[config.mk]
export PLATFORM = sky130hd
export DESIGN_NAME = pmem_arbiter_flat
export DESIGN_NICKNAME = d
export VERILOG_FILES = /design/src/rtl/pmem_arbiter_if.sv /design/src/rtl/pmem_arbiter.sv /design/src/flat_wrapper.sv
export SDC_FILE = /design/constraint.sdc
export NUM_CORES = 1
export LEC_CHECK = 0
export CORE_AREA = 4 4 530 532
export CTS_CLUSTER_DIAMETER = 120
export CTS_CLUSTER_SIZE = 16
export DETAILED_ROUTE_END_ITERATION = 12
export DIE_AREA = 0 0 534 536
export SYNTH_ARGS = -nofsm -noshare
export SYNTH_HDL_FRONTEND = slang
export SYNTH_SLANG_ARGS = --single-unit
[constraint.sdc]
create_clock -name clk -period 1.6 [get_ports clk]
set_input_delay 0.24 -clock clk [delete_from_list [all_inputs] [get_ports clk]]
set_output_delay 0.24 -clock clk [all_outputs]
set_load 0.005 [all_outputs]
[src/rtl/pmem_arbiter_if.sv]
// Groups the I-cache, D-cache and physical-memory ports of pmem_arbiter.
// The arbiter uses the slave view; the surrounding caches and memory use the master view.
interface pmem_arbiter_if #(
   parameter int unsigned ADDR_WIDTH = 32,
   parameter int unsigned LINE_WIDTH = 256
);
   logic                  i_pmem_read;
   logic [ADDR_WIDTH-1:0] i_pmem_address;
   logic [LINE_WIDTH-1:0] i_pmem_rdata;
   logic                  i_pmem_resp;

   logic                  d_pmem_read;
   logic                  d_pmem_write;
   logic [ADDR_WIDTH-1:0] d_pmem_address;
   logic [LINE_WIDTH-1:0] d_pmem_wdata;
   logic [LINE_WIDTH-1:0] d_pmem_rdata;
   logic                  d_pmem_resp;

   logic                  mem_read;
   logic                  mem_write;
   logic [ADDR_WIDTH-1:0] mem_address;
   logic [LINE_WIDTH-1:0] mem_wdata;
   logic [LINE_WIDTH-1:0] mem_rdata;
   logic                  mem_resp;

   modport slave (
      input  i_pmem_read, i_pmem_address,
      input  d_pmem_read, d_pmem_write, d_pmem_address, d_pmem_wdata,
      input  mem_rdata, mem_resp,
      output i_pmem_rdata, i_pmem_resp, d_pmem_rdata, d_pmem_resp,
      output mem_read, mem_write, mem_address, mem_wdata
   );

   modport master (
      output i_pmem_read, i_pmem_address,
      output d_pmem_read, d_pmem_write, d_pmem_address, d_pmem_wdata,
      output mem_rdata, mem_resp,
      input  i_pmem_rdata, i_pmem_resp, d_pmem_rdata, d_pmem_resp,
      input  mem_read, mem_write, mem_address, mem_wdata
   );
endinterface

[src/rtl/pmem_arbiter.sv]
// Round-robin arbiter merging the I-cache and D-cache pmem ports onto one memory port.
// The granted command is latched and held until memory responds, even if the client gives up.
module pmem_arbiter #(
   parameter int unsigned ADDR_WIDTH = 32,
   parameter int unsigned LINE_WIDTH = 256
) (
   input logic           clk,
   input logic           reset,
   pmem_arbiter_if.slave bus
);

   typedef enum logic [1:0] {
      StIdle,
      StServeI,
      StServeD,
      StDrain
   } state_e;

   state_e                state_q, state_d;
   logic                  last_d_q, last_d_d;
   logic [ADDR_WIDTH-1:0] addr_q, addr_d;
   logic [LINE_WIDTH-1:0] wdata_q, wdata_d;
   logic                  write_q, write_d;

   logic i_req, d_req, grant_i;
   logic i_resp, d_resp;
   logic active;

   assign i_req   = bus.i_pmem_read;
   assign d_req   = bus.d_pmem_read | bus.d_pmem_write;
   // On a tie, the client that was not served last wins.
   assign grant_i = i_req & (~d_req | last_d_q);

   always_ff @(posedge clk or negedge reset) begin
      if (!reset) begin
         state_q  <= StIdle;
         last_d_q <= 1'b1;
         addr_q   <= '0;
         wdata_q  <= '0;
         write_q  <= 1'b0;
      end else begin
         state_q  <= state_d;
         last_d_q <= last_d_d;
         addr_q   <= addr_d;
         wdata_q  <= wdata_d;
         write_q  <= write_d;
      end
   end

   always_comb begin
      state_d  = state_q;
      last_d_d = last_d_q;
      addr_d   = addr_q;
      wdata_d  = wdata_q;
      write_d  = write_q;
      i_resp   = 1'b0;
      d_resp   = 1'b0;
      unique case (state_q)
         StIdle: begin
            if (grant_i) begin
               state_d  = StServeI;
               last_d_d = 1'b0;
               addr_d   = bus.i_pmem_address;
               wdata_d  = '0;
               write_d  = 1'b0;
            end else if (d_req) begin
               state_d  = StServeD;
               last_d_d = 1'b1;
               addr_d   = bus.d_pmem_address;
               wdata_d  = bus.d_pmem_wdata;
               write_d  = bus.d_pmem_write;
            end
         end
         StServeI: begin
            if (bus.mem_resp) begin
               state_d = StIdle;
               i_resp  = i_req;
            end else if (!i_req) begin
               state_d = StDrain;
            end
         end
         StServeD: begin
            if (bus.mem_resp) begin
               state_d = StIdle;
               d_resp  = d_req;
            end else if (!d_req) begin
               state_d = StDrain;
            end
         end
         StDrain: begin
            // The abandoned command must still finish before memory is reused.
            if (bus.mem_resp) begin
               state_d = StIdle;
            end
         end
         default: state_d = StIdle;
      endcase
   end

   assign active = (state_q != StIdle);

   assign bus.mem_read     = active & ~write_q;
   assign bus.mem_write    = active & write_q;
   assign bus.mem_address  = addr_q;
   assign bus.mem_wdata    = wdata_q;
   assign bus.i_pmem_resp  = i_resp;
   assign bus.d_pmem_resp  = d_resp;
   assign bus.i_pmem_rdata = bus.mem_rdata;
   assign bus.d_pmem_rdata = bus.mem_rdata;

endmodule

[src/flat_wrapper.sv]
// flat-port wrapper written by rule: the top's interface ports become plain ports
module pmem_arbiter_flat 
#(
   parameter int unsigned ADDR_WIDTH = 32,
   parameter int unsigned LINE_WIDTH = 256
)
  (clk, reset, bus_i_pmem_read, bus_i_pmem_address, bus_d_pmem_read, bus_d_pmem_write, bus_d_pmem_address, bus_d_pmem_wdata, bus_mem_rdata, bus_mem_resp, bus_i_pmem_rdata, bus_i_pmem_resp, bus_d_pmem_rdata, bus_d_pmem_resp, bus_mem_read, bus_mem_write, bus_mem_address, bus_mem_wdata);
  pmem_arbiter_if #(.ADDR_WIDTH(ADDR_WIDTH), .LINE_WIDTH(LINE_WIDTH)) bus_i ();
  input logic clk;
  input logic reset;
  input wire logic [$bits(bus_i.i_pmem_read)-1:0] bus_i_pmem_read;
  input wire logic [$bits(bus_i.i_pmem_address)-1:0] bus_i_pmem_address;
  input wire logic [$bits(bus_i.d_pmem_read)-1:0] bus_d_pmem_read;
  input wire logic [$bits(bus_i.d_pmem_write)-1:0] bus_d_pmem_write;
  input wire logic [$bits(bus_i.d_pmem_address)-1:0] bus_d_pmem_address;
  input wire logic [$bits(bus_i.d_pmem_wdata)-1:0] bus_d_pmem_wdata;
  input wire logic [$bits(bus_i.mem_rdata)-1:0] bus_mem_rdata;
  input wire logic [$bits(bus_i.mem_resp)-1:0] bus_mem_resp;
  output wire logic [$bits(bus_i.i_pmem_rdata)-1:0] bus_i_pmem_rdata;
  output wire logic [$bits(bus_i.i_pmem_resp)-1:0] bus_i_pmem_resp;
  output wire logic [$bits(bus_i.d_pmem_rdata)-1:0] bus_d_pmem_rdata;
  output wire logic [$bits(bus_i.d_pmem_resp)-1:0] bus_d_pmem_resp;
  output wire logic [$bits(bus_i.mem_read)-1:0] bus_mem_read;
  output wire logic [$bits(bus_i.mem_write)-1:0] bus_mem_write;
  output wire logic [$bits(bus_i.mem_address)-1:0] bus_mem_address;
  output wire logic [$bits(bus_i.mem_wdata)-1:0] bus_mem_wdata;
  assign bus_i.i_pmem_read = bus_i_pmem_read;
  assign bus_i.i_pmem_address = bus_i_pmem_address;
  assign bus_i.d_pmem_read = bus_d_pmem_read;
  assign bus_i.d_pmem_write = bus_d_pmem_write;
  assign bus_i.d_pmem_address = bus_d_pmem_address;
  assign bus_i.d_pmem_wdata = bus_d_pmem_wdata;
  assign bus_i.mem_rdata = bus_mem_rdata;
  assign bus_i.mem_resp = bus_mem_resp;
  assign bus_i_pmem_rdata = bus_i.i_pmem_rdata;
  assign bus_i_pmem_resp = bus_i.i_pmem_resp;
  assign bus_d_pmem_rdata = bus_i.d_pmem_rdata;
  assign bus_d_pmem_resp = bus_i.d_pmem_resp;
  assign bus_mem_read = bus_i.mem_read;
  assign bus_mem_write = bus_i.mem_write;
  assign bus_mem_address = bus_i.mem_address;
  assign bus_mem_wdata = bus_i.mem_wdata;
  pmem_arbiter #(.ADDR_WIDTH(ADDR_WIDTH), .LINE_WIDTH(LINE_WIDTH)) u_core (.clk(clk), .reset(reset), .bus(bus_i));
endmodule
* After elaboration in Yosys (flattened, before gate mapping)
Cells that the tools add are included.
Cells by class: reductions and logical operators 5, multiplexer cells 20, bitwise logic cells 7, eq/ne operators 7
Operators by type and width (number):
- $mux W256 | 2
- $mux W32 | 2
- $mux W2 | 7
- $mux W1 | 8
- $pmux W2 S4 | 1
- $ne A3 B3 Y1 const B | 2
- $eq A2 B2 Y1 const B | 2
- $reduce_and A4 Y1 | 1
- $reduce_bool A2 Y1 | 2
- $and A1 B1 Y1 | 3
- $ne A3 B1 Y1 const B | 1
- $eq A2 B1 Y1 const B | 1
- $logic_not A2 Y1 | 1
- $ne A2 B2 Y1 const B | 1
- $not A1 Y1 | 2
- $or A1 B1 Y1 | 2
- $reduce_and A2 Y1 | 1
Storage, ports and cells: bits of input ports 582, logic and storage cells 44, flip-flop bits (word level) 292, output and inout bits 804

* Logic depth before layout (Yosys ltp)
Gate-level depths: netlist (run 1).
word-level depth 6, gate-level depth with buffers 7, gate-level depth less buffers 5

* Least setup slack after synthesis (run 1)
Ideal clock, no wire load.
path type register to register, from register u_core.state_q[0], to register u_core.state_q[0], buffers on the path 0, cell stages (with the launch flop) 6, setup time 0.079 ns, data arrival time 1.637 ns, clock period less this slack 1.717 ns, data required time 1.521 ns, path slack -0.117 ns, cells stage by stage dfrtp_1 > inv_1 > ha_1 > or4b_2 > o221ai_2 > mux2i_1
On the way: cells in the longest elaborated chain, start to end 3, elaborated cells on any way between the ends 10, those cells by class eq/ne: 7; mux: 1; reduce/logical: 2
Ends and longest elaborated chain:
- start: declaration | line pmem_arbiter.sv:19 | state_e state_q, state_d;
- start signal: assignment | line pmem_arbiter.sv:36 | state_q <= StIdle;
- start signal: assignment | line pmem_arbiter.sv:42 | state_q <= state_d;
- $eq A2 B2 Y1, or another cell as far along | line pmem_arbiter.sv:58 | unique case (state_q)
- $ne A3 B3 Y1 (no source line), or another cell as far along
- $reduce_and A4 Y1 (no source line)
Several ways; a longest one is shown, not always the timed one. A chain may end at the register's enable or synchronous reset.

* Worst setup path in the final report (run 1)
from register u_core.state_q[0], to output port bus_mem_read
On the way: cells in the longest elaborated chain, start to end 2
Ends and longest elaborated chain:
- $reduce_bool A2 Y1 | line pmem_arbiter.sv:100 | assign active = (state_q != StIdle);
- $and A1 B1 Y1 | line pmem_arbiter.sv:102 | assign bus.mem_read = active & ~write_q;
- end: declaration | line flat_wrapper.sv:23 | output wire logic [$bits(bus_i.mem_read)-1:0] bus_mem_read;
No other way between the ends.

==> metrics.txt, run 1 <==
Cell Pwr Density 2014 mW/mm^2; critical-path maximum fanout 3; via count 12404; Max Cap Viol 0; Worst-path clk slew 0.08 ns; outcome complete, but fails checks; total gr overflow 0; vias in the first global route 12088; Detailed Route WL 162.8 mm; Final Hold Viols 0; # port buffers 617; Post-route DRC 0; global-route usage over all layers 10.19%; Crit path required time 1.36 ns; fraction of layout cells with a size suffix above 1 40.85%; I/O Pins 1386; syn_area_per_cell 11.36 sq um; CP endpoint kind output port; Starting Density 5.334%; commonest non-fill, non-tap cells in the layout clkdlybuf4s50_1, dfrtp_1, a22o_1; cell taking the most area after synthesis dfrtp_1; routability cong. 0.8707; syn_nets 1883; Yosys cell types 29; latest clock arrival within the worst-skew pair 0.70 ns; failing checks negative setup slack; Ys Warns 0; Arrival @ worst endpoint 1.84 ns; critical path class flip-flop to output port; Detailed Route Iter0 Violations 892; P_leak 0.01004 uW; period utilisation layout 129.9%; top cell type's share of synthesized area 49.46%; Post-Syn Area 0.01472 sq mm; Clock Path Buffers 3; largest net degree at the start of global routing 77; Slew Limit Fails 0; maximum vdd ir drop 0.9973 mV; Routed Antenna Nets 0; fin nets 2189; Cells after Synth 1296; Core ar. 0.2760 sq mm; first-pass GRT wire length 180.4 mm; antenna violations before repair 104; final setup vio count 296; setup slack after placement -0.4974 ns; setup tns final -90.84 ns; commonest non-fill, non-tap cell in the layout clkdlybuf4s50_1; crit start category flip-flop; Hold WS 0.04101 ns; post-synthesis register bit count 292; die area 0.2862 sq mm; drt wl/cell 30.45 microns; root buffer cell clkbuf_16; CTS tree done; clock buffer count from CTS 30; clock skew 0.02540 ns; Die X-Extent 534 microns; Worst-Margin Slew 0.5954 ns; drt pass-1 iters 5; RSZ-0062 raised after global routing true; relative slew slack 60.31%; HPWL after DPL 134.9 mm; FMAX 0.4812 GHz; Vias/cell 2.320; register area share after synthesis 49.64%; Die H 536 microns; Final Critical Period 2.078 ns; Hold WC Path Type input pin to async pin; synth top area cells dfrtp_1, buf_4, a22o_1, buf_2, a31oi_1; clk sinks 292; Site Rows 193; # H-tree levels 1; Synth-to-Final Area Change 74.73%; worst setup margin -0.4779 ns
## state kept, by name, indices dropped and copies added, names as in the netlist
register	count
u_core.bus.mem_wdata	256
u_core.bus.mem_address	32
u_core.state_q	2
u_core.last_d_q	1
u_core.write_q	1
## metal layers
metal	vias to the layer above	routed length, microns	track usage (%)	share of wire (%)
met1	5919	52060	9.499	32
met4	6	12010	6.921	7.4
met3	560	33710	9.934	21
li1	4699	-	-	-
met2	1220	64570	13.69	40
met5	-	464	1.133	0.28
## cell families (layout without fill, tap and decap cells)
| logic type | Yosys count | in the layout | share of synthesized area [%] |
|---|---|---|---|
| adder cells (fa/ha/maj) | 5 | 5 | 0.4249 |
| flip-flops | 292 | 292 | 49.64 |
| buffers and inverters | 592 | 914 | 29.03 |
| multiplexers | 2 | 2 | 0.1360 |
| other | 0 | 24 | 0 |
| AO/OA/AOI/OAI | 363 | 363 | 19.59 |
| AND/OR/NAND/NOR | 42 | 42 | 1.181 |
## worst max-delay path, cell delays in order (launching register included)
cell,delay [ns]
dfrtp_1,0.36
inv_2,0.06
ha_4,0.17
buf_12,0.12
buf_6,0.11
nor2_4,0.13
buf_12,0.15
## where the power goes
group / total, uW / switching (uW) / internal (uW)
Clock: 7560 / 3870 / 3680
Sequential: 13300 / 2580 / 10700
Combinational: 31000 / 15900 / 15000
## stage by stage
step	utilization (%)	total power [uW]	instance area, sq um	std cells
2_1_floorplan	-	20450	14740	1296
3_3_place_gp	8.011	36440	22110	5108
3_5_place_dp	8.011	36790	22110	5108
4_1_cts	8.402	45770	23190	5237
5_1_grt	9.317	55120	25720	5343
6_report	9.321	51820	25730	5347
## synth_stat cells (all sizes together)
library cell,n
dfrtp,291
a31oi,32
a21o,1
inv,3
dfstp,1
nand2b,1
o21bai,1
a21oi,34
o31ai,1
a221oi,1
o31a,1
ha,5
nor2,36
o221ai,1
clkbuf,14
nor2b,2
o21ai,32
a22o,257
buf,575
and3,1
a32oi,1
nand2,1
mux2i,2
or4b,1
o21ba,1
## cell type report
type | count | area [sq um]
flip-flops and latches | 292 | 7326
fillers | 31723 | 250300
clock buffers | 33 | 793.3
multi-input cells | 412 | 3814
clock inverters | 15 | 172.7
inverters | 3 | 11.26
well taps | 3705 | 4636
repair buffers | 863 | 8914
diodes | 24 | 60.06
## timing repair
item / in CTS / in global routing
gates cloned: 7 / 57
setup buffers: 73 / 36
gates resized for setup: 1065 / 211
pin swaps: 36 / 98
endpoints found under the hold margin: 291 / 0
hold buffers: 1 / 0
setup endpoints to repair: 500 / 351
## final timing paths
check / cells after the start / slack [ns] / from / end
worst max-delay path: 6 / -0.48 / u_core.state_q[0] / bus_mem_read
worst min-delay path: 2 / 0.04 / reset / u_core.bus.mem_wdata[168]
worst max register to register: 11 / -0.41 / u_core.state_q[0] / u_core.bus.mem_wdata[50]
worst min register to register: 1 / 0.50 / u_core.bus.mem_wdata[164] / u_core.bus.mem_wdata[164]
max in group asynchronous: 3 / 0.81 / reset / u_core.bus.mem_wdata[83]
min in group clk: 3 / 0.13 / bus_d_pmem_address[14] / u_core.bus.mem_address[14]
Note: power is estimated with default switching activity, not from simulation.
==> inputs of run 2 (changes only) <==
--- a/config.mk
+++ b/config.mk
@@ -7,9 +7,10 @@
 export LEC_CHECK = 0
 export CORE_AREA = 4 4 530 532
 export CTS_CLUSTER_DIAMETER = 120
-export CTS_CLUSTER_SIZE = 16
+export CTS_CLUSTER_SIZE = 12
 export DETAILED_ROUTE_END_ITERATION = 12
 export DIE_AREA = 0 0 534 536
+export SLEW_MARGIN = 40
 export SYNTH_ARGS = -nofsm -noshare
 export SYNTH_HDL_FRONTEND = slang
 export SYNTH_SLANG_ARGS = --single-unit
==> metrics.txt, run 2 (same netlist as run 1, synthesis figures left out) <==
Routed Antenna Nets 0; Slew Limit Fails 0; worst r2r src u_core.state_q[0]; non-filler cells, final 5297; Final Hold Viols 0; first-pass GRT wire length 180.6 mm; Layout fillers 31718; FMAX 0.5001 GHz; Vias/cell 2.287; Arrival @ worst endpoint 2.52 ns; Reg area 0.007315 sq mm; latest clock arrival within the worst-skew pair 0.65 ns; dpl cells 5108; commonest non-fill, non-tap cell in the layout clkdlybuf4s50_1; Design Power 49340 uW; Max Cap Viol 0; Worst-Margin Slew 0.4802 ns; Die H 536 microns; global-route usage over all layers 10.27%; vias in the first global route 12023; drt wl/cell 30.00 microns; Detailed Route WL 158.9 mm; Core ar. 0.2760 sq mm; placed instance area 0.02211 sq mm; Site Rows 193; Synth-to-Final Area Change 68.84%; antenna violations before repair 105; Clock Path Buffers 3; period utilisation layout 125.0%; via count 12113; failing checks negative setup slack; total gr overflow 0; maximum vdd ir drop 0.7254 mV; die area 0.2862 sq mm; RSZ-0062 raised after global routing true; fin area 0.02486 sq mm; Starting Density 5.334%; r2r worst-path depth 11; Die X-Extent 534 microns; setup tns final -92.70 ns; max reg flops 256; drt pass-1 iters 5; commonest non-fill, non-tap cells in the layout clkdlybuf4s50_1, dfrtp_1, a22o_1; final core occ 9.006%; # port buffers 617; relative slew slack 67.99%; flop-to-flop setup slack -0.40 ns; critical-path maximum fanout 5; largest net degree at the start of global routing 77; clock skew 0.03703 ns; area of the multi-input gates 0.003552 sq mm; Final Critical Period 2.000 ns; Crit path required time 2.12 ns; CTS tree done; routability cong. 0.8707; Hold WC Path Type input pin to async pin; P_leak 0.009635 uW; final setup vio count 294; worst flop-to-flop path endpoint u_core.bus.mem_wdata[90]; # H-tree levels 2; fin nets 2140; outcome complete, but fails checks; worst setup margin -0.3997 ns; CP Launch Point u_core.state_q[0]; critical path class flip-flop to flip-flop; Post-route DRC 0; Detailed Route Iter0 Violations 1008; Worst-path clk slew 0.07 ns; root buffer cell clkbuf_16; Cell Pwr Density 1985 mW/mm^2; clk sinks 292; HPWL after DPL 134.9 mm; I/O Pins 1386; CP endpoint kind flip-flop; clock buffer count from CTS 36; fraction of layout cells with a size suffix above 1 33.40%; crit start category flip-flop
==> run 2: cell types whose count changed in the layout (fill, tap and decap cells not counted), sizes merged, moves of 2 or more <==
cell,before,now
clkbuf,77,69
clkinv,6,3
inv,12,9
clkdlybuf4s15,15,70
dlygate4sd2,0,14
buf,480,373
clkinvlp,0,2
==> run 2: final cells by class <==
class | instances | share of cell area [%]
antenna | 23 | 0.2315
clock buffer | 42 | 3.916
clock inverter | 12 | 0.5537
inverter | 3 | 0.04530
multi-input combinational | 412 | 14.29
sequential | 292 | 29.42
tap | 3705 | 18.65
timing repair buffer | 808 | 32.89
==> run 2: where the power goes <==
group | switching, uW | leakage [uW] | internal (uW)
Combinational | 14700 | 0.00544 | 13000
Sequential | 2490 | 0.00366 | 10700
Clock | 3910 | 0.000544 | 4530
==> run 2: routing by layer <==
| metal | GRT usage [%] | vias up | wire length, microns |
|---|---|---|---|
| li1 | - | 4608 | - |
| met1 | 9.610 | 5742 | 50640 |
| met2 | 13.75 | 1182 | 62720 |
| met3 | 9.958 | 573 | 34080 |
| met4 | 7.070 | 8 | 10990 |
| met5 | 1.116 | - | 478 |
==> run 2: worst max path at each step <==
stage	endpoint
6_report	u_core.bus.mem_wdata[90]
5_1_grt	u_core.bus.mem_wdata[54]
4_1_cts	bus_mem_read
3_5_place_dp	u_core.bus.mem_wdata[115]
3_3_place_gp	u_core.bus.mem_wdata[140]
2_1_floorplan	u_core.bus.mem_wdata[166]
==> run 2: stage by stage <==
step,hold WS [ns],setup slack (ns)
after floorplan,-0.05559,0.09536
after global placement,0.1850,-0.4291
after detailed placement,0.1914,-0.4974
after CTS,0.04339,-0.4797
after global routing,0.06247,-0.4827
final,0.1052,-0.3997
==> run 2: critical path: stages, from the launching register on <==
cell and delay, ns:
dfrtp_1 0.38, inv_2 0.09, ha_4 0.16, buf_4 0.11
buf_6 0.08, buf_6 0.08, o31ai_4 0.10, buf_6 0.15
buf_12 0.14, buf_16 0.16, clkbuf_16 0.18, a22o_1 0.22
==> run 2: timing repair <==
| item | in CTS | in global routing |
|---|---|---|
| setup endpoints to repair | 408 | 309 |
| setup buffers | 60 | 14 |
| endpoints found under the hold margin | 291 | 0 |
| pin swaps | 48 | 91 |
| gates resized for setup | 871 | 102 |
| cloned | 9 | 36 |
| hold buffers | 1 | 0 |
==> inputs of run 3 (changes only) <==
--- a/config.mk
+++ b/config.mk
@@ -10,6 +10,7 @@
 export CTS_CLUSTER_SIZE = 12
 export DETAILED_ROUTE_END_ITERATION = 12
 export DIE_AREA = 0 0 534 536
+export HOLD_SLACK_MARGIN = 0.15
 export SLEW_MARGIN = 40
 export SYNTH_ARGS = -nofsm -noshare
 export SYNTH_HDL_FRONTEND = slang
==> metrics.txt, run 3 (same netlist as run 1, synthesis figures left out) <==
max reg flops 256; critical path class flip-flop to flip-flop; I/O Pins 1386; via count 12762; Slew Limit Fails 0; Crit path top cell by count buf_6; Vias/cell 2.340; Worst Path Buf+Inv 8; Hold WS 0.2298 ns; worst setup margin -0.3917 ns; Arrival @ worst endpoint 2.48 ns; # port buffers 617; failing checks negative setup slack; Final Critical Period 1.992 ns; Reg area 0.007315 sq mm; Site Rows 193; RSZ-0062 raised after global routing true; Detailed Route WL 159.4 mm; drt wl/cell 29.22 microns; latest clock arrival within the worst-skew pair 0.66 ns; HPWL after DPL 134.9 mm; Cell Pwr Density 1866 mW/mm^2; Hold WC Path Type input pin to flip-flop; antenna violations before repair 106; crit start category flip-flop; FMAX 0.5021 GHz; Routed Antenna Nets 0; clock skew 0.04210 ns; final core occ 9.436%; die area 0.2862 sq mm; fraction of layout cells with a size suffix above 1 28.46%; # H-tree levels 2; period utilisation layout 124.5%; Top delay family on crit path buffers and inverters; Worst path slowest cell dfrtp_1; Max Cap Viol 0; crit-path cells inv_2 > ha_4 > buf_4 > buf_6 > buf_6 > o31ai_4 > buf_6 > buf_12 > buf_16 > buf_16 > a22o_1; outcome complete, but fails checks; Synth-to-Final Area Change 76.89%; Die X-Extent 534 microns; Detailed Route Iter0 Violations 1024; Layout fillers 31671; vias in the first global route 12966; CP endpoint kind flip-flop; Worst-Margin Slew 0.4764 ns; Clock Path Buffers 3; final setup vio count 296; fin nets 2293; Design Power 48600 uW; area of the multi-input gates 0.003291 sq mm; Core ar. 0.2760 sq mm; routability cong. 0.8707; first-pass GRT wire length 183.5 mm; CP max stage delay 0.39 ns; Starting Density 5.334%; global-route usage over all layers 10.36%; Worst-path clk slew 0.06 ns; clk sinks 292; total gr overflow 0; Final Hold Viols 0; Die H 536 microns; Post-route DRC 0; CTS tree done; maximum vdd ir drop 0.6840 mV; commonest non-fill, non-tap cell in the layout clkdlybuf4s50_1; critical-path maximum fanout 6; Crit path required time 2.09 ns; commonest non-fill, non-tap cells in the layout clkdlybuf4s50_1, dfrtp_1, a22o_1; clock buffer count from CTS 36; drt pass-1 iters 5; relative slew slack 68.24%; P_leak 0.01019 uW; largest net degree at the start of global routing 77; root buffer cell clkbuf_16
run 3: cell types whose count changed in the layout (fill, tap and decap cells not counted), moves of 5 or more:
cell	previous run	this run
diode_2	23	28
a31oi_1	16	27
dlygate4sd3_1	1	163
a21oi_1	20	31
a21oi_2	13	2
a31oi_4	16	3
run 3: path summary, 6_finish.rpt:
check,start,slack [ns],cells after the start,end
hold / removal,bus_d_pmem_wdata[60],0.23,2,u_core.bus.mem_wdata[60]
hold reg to reg,u_core.bus.mem_wdata[164],0.50,1,u_core.bus.mem_wdata[164]
setup / recovery,u_core.state_q[0],-0.39,11,u_core.bus.mem_wdata[81]
setup reg to reg,u_core.state_q[0],-0.39,11,u_core.bus.mem_wdata[81]
min in group asynchronous,reset,0.36,3,u_core.bus.mem_wdata[152]
max in group asynchronous,reset,0.76,3,u_core.bus.mem_wdata[113]
run 3: layout make-up:
type,instances,area share [%]
inverter,3,0.04324
antenna,28,0.2690
sequential,292,28.09
multi-input combinational,412,12.64
timing repair buffer,961,36.90
clock buffer,42,3.738
tap,3705,17.80
clock inverter,12,0.5285
run 3: power by group:
part,internal [uW],switching [uW],total (uW)
logic,12600,14300,26900
clock network,4530,3920,8450
registers,10700,2500,13200
total,27800,20800,48600
run 3: metrics by stage:
stage	setup TNS, ns	setup slack [ns]	cells	area, sq um
after floorplan	0	0.09536	1296	14740
after global placement	-107.07	-0.4291	5108	22110
after detailed placement	-119.84	-0.4974	5108	22110
after CTS	-99.44	-0.4797	5394	25080
after global routing	-115.35	-0.4931	5446	26020
final	-91.12	-0.3917	5455	26040
run 3: what timing repair did:
item                                    CTS  global route
hold buffers                            164             0
setup buffers                            60            10
pin swaps                                48            82
endpoints found under the hold margin   454             0
resized for setup                       871            57
gates cloned                              9            29
endpoints found under the setup margin  408           308
run 3: metal layers:
layer | wire length (microns) | vias to the layer above | track usage (%)
met5 | 465 | - | 1.099
met4 | 12280 | 6 | 7.150
met3 | 35570 | 578 | 10.43
met2 | 62270 | 1288 | 14.02
met1 | 48770 | 5974 | 9.346
li1 | - | 4916 | -
